`src/rtl/bridge_pkg.sv`:
```
// bridge_pkg: shared FSM states and frame layout for serial_reg_bridge
package bridge_pkg;
    typedef enum logic [2:0] {IDLE, HDR, DATA, COMMIT, DRAIN} state_t;
    localparam int W_BIT = 0;
    function automatic int hdr_len(input int addr_w);
        return 1 + addr_w;
    endfunction
endpackage

```
`src/rtl/sync_edge.sv`:
```
// sync_edge: 2-FF synchroniser with registered rising/falling edge pulses
module sync_edge (
    input  logic clk_sys,
    input  logic sys_reset,
    input  logic din,
    output logic lvl,
    output logic rise,
    output logic fall
);
    logic s1, s3;
    always_ff @(posedge clk_sys) begin
        if (sys_reset) begin
            s1   <= 1'b0;
            lvl  <= 1'b0;
            s3   <= 1'b0;
            rise <= 1'b0;
            fall <= 1'b0;
        end else begin
            s1   <= din;
            lvl  <= s1;
            s3   <= lvl;
            rise <= lvl & ~s3;
            fall <= ~lvl & s3;
        end
    end
endmodule

```
`src/rtl/serial_reg_bridge.sv`:
```
// serial_reg_bridge: serial host access to NREGS word registers; every frame returns the
// read-side word, write frames also update the host-to-core word and pulse wr_strobe
module serial_reg_bridge
    import bridge_pkg::*;
#(
    parameter int WIDTH  = 32,
    parameter int NREGS  = 8,
    parameter int ADDR_W = $clog2(NREGS)
) (
    input  logic                   clk_sys,
    input  logic                   sys_reset,
    input  logic                   sclk,
    input  logic                   frame_en,
    input  logic                   sdi,
    output logic                   sdo,
    input  logic [NREGS*WIDTH-1:0] rd_regs,
    output logic [NREGS*WIDTH-1:0] wr_regs,
    output logic                   wr_strobe,
    output logic [ADDR_W-1:0]      wr_addr,
    output logic                   frame_err
);
    localparam int HL = hdr_len(ADDR_W);
    localparam int CW = $clog2(WIDTH + 1);

    state_t            state, state_d;
    logic [1:0]        sdi_sync;
    logic              tick, sclk_lvl, sclk_fall, fe_lvl, fe_rise, fe_fall;
    logic [CW-1:0]     cnt;
    logic [HL-1:0]     hdr, hdr_full;
    logic [ADDR_W-1:0] addr, addr_nx;
    logic              is_wr, bad, in_range;
    logic [WIDTH-1:0]  data, data_nx, snap, rd_word;
    logic              hdr_last, data_last, abort, commit;

    sync_edge u_sclk (
        .clk_sys  (clk_sys),
        .sys_reset(sys_reset),
        .din      (sclk),
        .lvl      (sclk_lvl),
        .rise     (tick),
        .fall     (sclk_fall)
    );

    sync_edge u_frame (
        .clk_sys  (clk_sys),
        .sys_reset(sys_reset),
        .din      (frame_en),
        .lvl      (fe_lvl),
        .rise     (fe_rise),
        .fall     (fe_fall)
    );

    assign hdr_full  = {sdi_sync[1], hdr[HL-1:1]};
    assign addr_nx   = hdr_full[HL-1:1];
    assign in_range  = int'(addr_nx) < NREGS;
    assign rd_word   = in_range ? rd_regs[addr_nx*WIDTH +: WIDTH] : '0;
    assign data_nx   = {sdi_sync[1], data[WIDTH-1:1]};
    assign hdr_last  = tick && cnt == CW'(HL - 1);
    assign data_last = tick && cnt == CW'(WIDTH - 1);
    assign sdo       = (state == DATA) & snap[0];

    // The final data tick wins over a simultaneous frame_en fall, so that frame commits.
    always_comb begin
        state_d = state;
        abort   = 1'b0;
        commit  = 1'b0;
        case (state)
            IDLE:    state_d = fe_rise ? HDR : IDLE;
            HDR: begin
                abort   = fe_fall;
                state_d = fe_fall ? IDLE : hdr_last ? DATA : HDR;
            end
            DATA: begin
                commit  = data_last;
                abort   = !data_last && fe_fall;
                state_d = data_last ? COMMIT : fe_fall ? IDLE : DATA;
            end
            COMMIT:  state_d = DRAIN;
            DRAIN:   state_d = fe_lvl ? DRAIN : IDLE;
            default: state_d = IDLE;
        endcase
    end

    // Commit results are registered on the final tick so strobe, word and error appear together.
    always_ff @(posedge clk_sys) begin
        if (sys_reset) begin
            state     <= IDLE;
            sdi_sync  <= '0;
            cnt       <= '0;
            hdr       <= '0;
            addr      <= '0;
            is_wr     <= 1'b0;
            bad       <= 1'b0;
            data      <= '0;
            snap      <= '0;
            wr_regs   <= '0;
            wr_strobe <= 1'b0;
            wr_addr   <= '0;
            frame_err <= 1'b0;
        end else begin
            state     <= state_d;
            sdi_sync  <= {sdi_sync[0], sdi};
            wr_strobe <= commit && is_wr && !bad;
            frame_err <= abort || (commit && bad);
            cnt       <= (state == IDLE || (state == HDR && hdr_last)) ? '0 :
                         (tick && (state == HDR || state == DATA)) ? cnt + CW'(1) : cnt;
            if (state == HDR && tick)
                hdr <= hdr_full;
            if (state == HDR && hdr_last) begin
                addr  <= addr_nx;
                is_wr <= hdr_full[W_BIT];
                bad   <= !in_range;
                snap  <= rd_word;
            end
            if (state == DATA && tick) begin
                data <= data_nx;
                snap <= snap >> 1;
            end
            if (commit && is_wr && !bad) begin
                wr_regs[addr*WIDTH +: WIDTH] <= data_nx;
                wr_addr                      <= addr;
            end
        end
    end
endmodule

```
`config.mk`:
```
export PLATFORM = sky130hd
export DESIGN_NAME = serial_reg_bridge
export DESIGN_NICKNAME = d
export VERILOG_FILES = /design/src/rtl/bridge_pkg.sv /design/src/rtl/sync_edge.sv /design/src/rtl/serial_reg_bridge.sv
export SDC_FILE = /design/constraint.sdc
export NUM_CORES = 1
export LEC_CHECK = 0
export ABC_CLOCK_PERIOD_IN_PS = 2750
export CORE_AREA = 3 3 200 202
export DETAILED_ROUTE_END_ITERATION = 10
export DIE_AREA = 0 0 203 205
export PLACE_DENSITY_LB_ADDON = 0.1
export SYNTH_ARGS = -nofsm -noshare
export SYNTH_HDL_FRONTEND = slang
export SYNTH_HIERARCHICAL = 1
export SYNTH_SLANG_ARGS = --single-unit
```
`constraint.sdc`:
```
create_clock -name clk_sys -period 2.75 [get_ports clk_sys]
set_clock_uncertainty 0.15 [all_clocks]
set_input_delay 0.55 -clock clk_sys [delete_from_list [all_inputs] [get_ports clk_sys]]
set_output_delay 0.55 -clock clk_sys [all_outputs]
set_load 0.05 [all_outputs]
```
# After elaboration in Yosys (flattened, before gate mapping)
# Index checks and enable logic that the tools add are counted.
dict set report word_totals {
  output_inout_bits 262
  ram_bits 0
  latchBits 0
  in_bits 261
  memories 0
  mem_bits_ro 0
  regBits 353
  word_cells 67
}
dict set report op_classes {
  shift 3
  bitwise_logic 7
  n_div 0
  n_reduce_logical 15
  order_cmp 0
  n_mul 0
  addsub 2
  n_mux 12
  eq_ne 6
}
# op n
set op_table {}
lappend op_table {{$bwmux 256} 1}
lappend op_table {{$shift 32x34->256 const A} 1}
lappend op_table {{$shiftx 256x9->32} 1}
lappend op_table {{$shiftx 32x34->256} 1}
lappend op_table {{$mux 31} 2}
lappend op_table {{$neg 8->34} 1}
lappend op_table {{$pmux 3 s5} 1}
lappend op_table {{$logic_and 1x1->1} 8}
lappend op_table {{$mux 2} 4}
lappend op_table {{$add 6x1->6 const B} 1}
lappend op_table {{$eq 3x2->1 const B} 2}
lappend op_table {{$eq 6x2->1 const B} 1}
lappend op_table {{$eq 6x5->1 const B} 1}
lappend op_table {{$and 1x1->1} 4}
lappend op_table {{$reduce_or 2->1} 2}
lappend op_table {{$eq 3x1->1 const B} 1}
lappend op_table {{$eq 3x3->1 const B} 1}
lappend op_table {{$logic_not 3->1} 1}
lappend op_table {{$mux 3} 1}
lappend op_table {{$not 1->1} 3}
lappend op_table {{$logic_or 1x1->1} 2}
lappend op_table {{$mux 1} 2}
lappend op_table {{$pmux 1 s2} 1}
lappend op_table {{$reduce_bool 2->1} 1}
lappend op_table {{$logic_not 1->1} 1}

# Logic depth before layout (Yosys ltp)
dict set report logic_depth {
  ltp_word 5
  mapped_depth 10
  depth_no_buf 7
}

# Modules after synthesis
# The synthesis kept the hierarchy.
# mod cells_each seq_area_each_um2 n_inst area_per_inst_um2
set modules_own_cells {}
lappend modules_own_cells {serial_reg_bridge 1671 6846.6 1 15736.3}
lappend modules_own_cells {sync_edge 10 100.1 2 133.9}

# Worst setup path after synthesis
# OpenSTA, ideal clock, no wires.
dict set report synth_timing {
  path_type {register to register}
  startpoint {reg addr[0]}
  endpoint {reg wr_regs[168]}
  setup_ns 0.074
  n_path_buf 3
  path_slack_ns 0.431
  stages_incl_launch_ff 11
  t_arrival_ns 2.095
  required_time_ns 2.526
  period_less_slack_ns 2.319
  path_cell_list {dfxtp_1 inv_1 ha_1 ha_1 buf_2 nand2b_1 clkbuf_1 nor2_1 clkbuf_1 nand3_1 o21ai_0}
}
dict set report synth_between {
  elab_chain_len 3
  word_cells_on_any_way 4
  cone_classes {add/sub: 1; shift: 2; mux: 1}
}
# element line_no
set synth_lines {}
lappend synth_lines {{start: declaration} serial_reg_bridge.sv:30} ;# logic [ADDR_W-1:0] addr, addr_nx;
lappend synth_lines {{start signal: assignment} serial_reg_bridge.sv:110} ;# addr <= addr_nx;
lappend synth_lines {{$neg 8->34 *} serial_reg_bridge.sv:120} ;# wr_regs[addr*WIDTH +: WIDTH] <= data_nx;
lappend synth_lines {{$shiftx 32x34->256 / $shift 32x34->256 (equally long branches)} serial_reg_bridge.sv:120}
lappend synth_lines {{$bwmux 256 *} serial_reg_bridge.sv:120}
lappend synth_lines {{end signal: indexed assignment} serial_reg_bridge.sv:120}
lappend synth_lines {{end: declaration} serial_reg_bridge.sv:17} ;# output logic [NREGS*WIDTH-1:0] wr_regs,
# Mark *: on every way between the ends. The rest lies on a longest branch, timed or not.
# A chain may end at the register's enable or synchronous reset.

# Final worst setup path
dict set report layout_timing {
  startpoint {reg addr[1]}
  endpoint {reg wr_regs[142]}
}
# The elaborated chain is that of the path after synthesis.

==> summary.txt <==
GRT
  • Vias in the first global route: around 14k
  • Total track usage: 0.260
  • Antenna violations before repair: 9
  • Grt ovf: 0
  • Largest net degree at the start of global routing: ~170
  • Global-route wire length before repair: ~86,000 um

Critical path
  • Reg-to-Reg Start: addr[1]$_SDFFE_PP0P_
  • Reg2Reg Setup Slack: 0.15 ns
  • Cell family with the largest share of critical-path delay: simple AND/OR/NAND/NOR gates
  • R2r worst-path depth: 6
  • CP startpoint: addr[1]$_SDFFE_PP0P_
  • Required time worst endpoint: approximately 3.0 ns
  • Endpoint type of the worst setup path: flip-flop
  • FF-to-FF End: wr_regs[142]$_SDFFE_PP0P_
  • CP peak stage delay: 0.94 ns
  • Crit-path slowest cell: nor3_4
  • Worst setup path class: reg2reg
  • Worst Path Arrival: 2.88 ns
  • CP dominant cell by count: ha_1
  • Crit path to: wr_regs[142]$_SDFFE_PP0P_
  • CP Buf/Inv Count: 1
  • Crit-path cells: inv_1 > ha_1 > ha_1 > nor3_4 > nand2_1 > mux2i_1
  • Worst path depth: 6
  • Crit path max fanout: 28
  • Kind of start point of the critical path: flip-flop

Power
  • Pint: slightly below 9 mW
  • Leakage: about 7.1 nW
  • Clock Power Share: 0.478
  • Sw frac: 0.208
  • Pwr per Cell Area: roughly 480 nW/um^2
  • Pwr Total: ~11 mW
  • Peak supply drop: around 0.00032 V
  • Flop pwr share: 0.464
  • P_sw: between 2 and 2.5 mW
  • Combinational fraction of design power: 0.057

STA
  • Tcrit/Tclk final: 0.945
  • Min Tclk post-route: between 2 and 3 ns
  • RSZ-0062 raised after global routing: no
  • Slew margin rel.: 0.207
  • Final Max Tran Viols: 0
  • Final worst slack: 0.150 ns
  • Worst Tran Pin Value: around 1.2 ns
  • Worst Hold Slack: between 0.2 and 0.25 ns
  • Peak Freq: a little under 0.4 GHz
  • Hold Vio Cnt, Final: 0
  • Count of final setup violators: 0
  • Total negative setup slack: 0 ns

Floorplan
  • Initial core utilization: 0.415
  • DIE AREA: between 40,000 and 50,000 um^2
  • I/O pin count: between 500 and 600
  • Row count: 72
  • Die Ht: just over 200 um
  • Core area: just under 40,000 um^2
  • Die W: slightly above 200 um

Flow run
  • Max-Cap Viols: 0

Logic synthesis
  • Syn nets: approximately 2k
  • Synth warn: 6
  • Mapped Area: about 16,000 um^2
  • Synth Instances: 1,689
  • Synth Area per Inst: about 9.5 um^2

Route
  • WL/cell: 21.4 um
  • DRT iter0 DRCs: around 960
  • DR DRC count: 0
  • DR pass1 iterations: 6
  • Vias post-DR: 14.6k
  • Final WL: around 57,000 um
  • Post-DR vias/cell: roughly 5.5
  • Antenna viol nets, final: 0

Clock tree
  • Post-CTS Setup Bufs: 0
  • Post-CTS sizing: 0
  • Hold-fix buffers, CTS: 0
  • Clock-pin slew on the worst setup and hold paths: 0.06 ns
  • CTS Root Cell: clkbuf_16
  • CTS H-Tree Depth: 2
  • CTS Sinks: around 350
  • TritonCTS clock tree: done
  • Worst skew pair latency: roughly 0.53 ns
  • Max Buffers Root-to-Sink: 3
  • CTS buffer count: 40

Finish
  • Area of the multi-input gates: around 8100 um^2
  • Area grow syn2layout: 43.4%
  • Final Net Count: ~2.4k
  • Fraction of layout cells with a size suffix above 1: 0.0964
  • Final design utilization: 0.596
  • Reg area: roughly 7000 um^2
  • Fin area: roughly 23,000 um^2
  • Layout Cells excl Fill: approximately 2.7k
  • Most frequent cells in the layout: clkdlybuf4s50_1, dfxtp_1, nand3_1, nand2_1, mux2i_1
  • Most common cell after layout, fill and taps aside: clkdlybuf4s50_1
  • Fillers: 3,391

Run status
  • Status: finished, final reports clean

Min path
  • Hold depth: 1
  • Hold crit path type: reg2reg

Place
  • Routability cong.: ~0.87
  • Dpl cells: 2,586
  • Dpl hpwl: ~41,000 um
  • Port buffer count: approximately 520
  • Setup slack at placement: ~0.09 ns
  • Placed Area: roughly 22,000 um^2
-- routing by layer --
layer  global-route usage  vias to the layer above  wire, um  share of wire
li1                     -                     6851         -              -
met1                0.318                     7038     22500           0.39
met2                0.446                      562     28400           0.50
met3               0.0485                      119      3730          0.065
met4                0.117                        0      2430          0.043
met5                    0                        -         0              0
-- cell type report --
class,count,area share
Antenna cell,9,0.000983
Clock buffer,58,0.0515
Clock inverter,11,0.00497
Inverter,4,0.000655
Multi-Input combinational cell,1139,0.355
Sequential cell,351,0.307
Tap cell,518,0.0283
Timing Repair Buffer,574,0.252
-- registers in the layout, indices dropped and copies added, names as in the netlist, 3 cells and up --
| register | flops |
|---|---|
| wr_regs | 256 |
| data | 31 |
| addr | 3 |
| cnt | 6 |
| wr_addr | 3 |
| hdr | 3 |
| state | 3 |
| snap | 32 |
-- worst min-delay path by stage --
stage                    startpoint                       end
2_1_floorplan  u_sclk/s3$_SDFF_PP0_    u_sclk/rise$_SDFF_PP0_
3_3_place_gp   u_sclk/s3$_SDFF_PP0_    u_sclk/rise$_SDFF_PP0_
3_5_place_dp   u_sclk/s3$_SDFF_PP0_    u_sclk/rise$_SDFF_PP0_
4_1_cts                   sys_reset  wr_regs[40]$_SDFFE_PP0P_
5_1_grt                   sys_reset     u_frame/s3$_SDFF_PP0_
6_report       u_sclk/s3$_SDFF_PP0_    u_sclk/rise$_SDFF_PP0_
-- power groups by stage --
| stage | clock, mW | sequential [mW] | combinational (mW) |
|---|---|---|---|
| floorplan | 0 | 5.21 | 0.219 |
| global placement | 0 | 5.21 | 0.626 |
| detailed placement | 0 | 5.21 | 0.634 |
| CTS | 5.35 | 5.10 | 0.635 |
| global route | 5.57 | 5.10 | 0.668 |
| finish | 5.26 | 5.10 | 0.631 |
-- worst register-to-register path, stage by stage, from the launching register on --
cell     delay, ns
dfxtp_1       0.41
inv_1         0.07
ha_1          0.21
ha_1          0.23
nor3_4        0.94
nand2_1       0.29
mux2i_1       0.22
No activity file was read; power rests on OpenSTA's default activity.
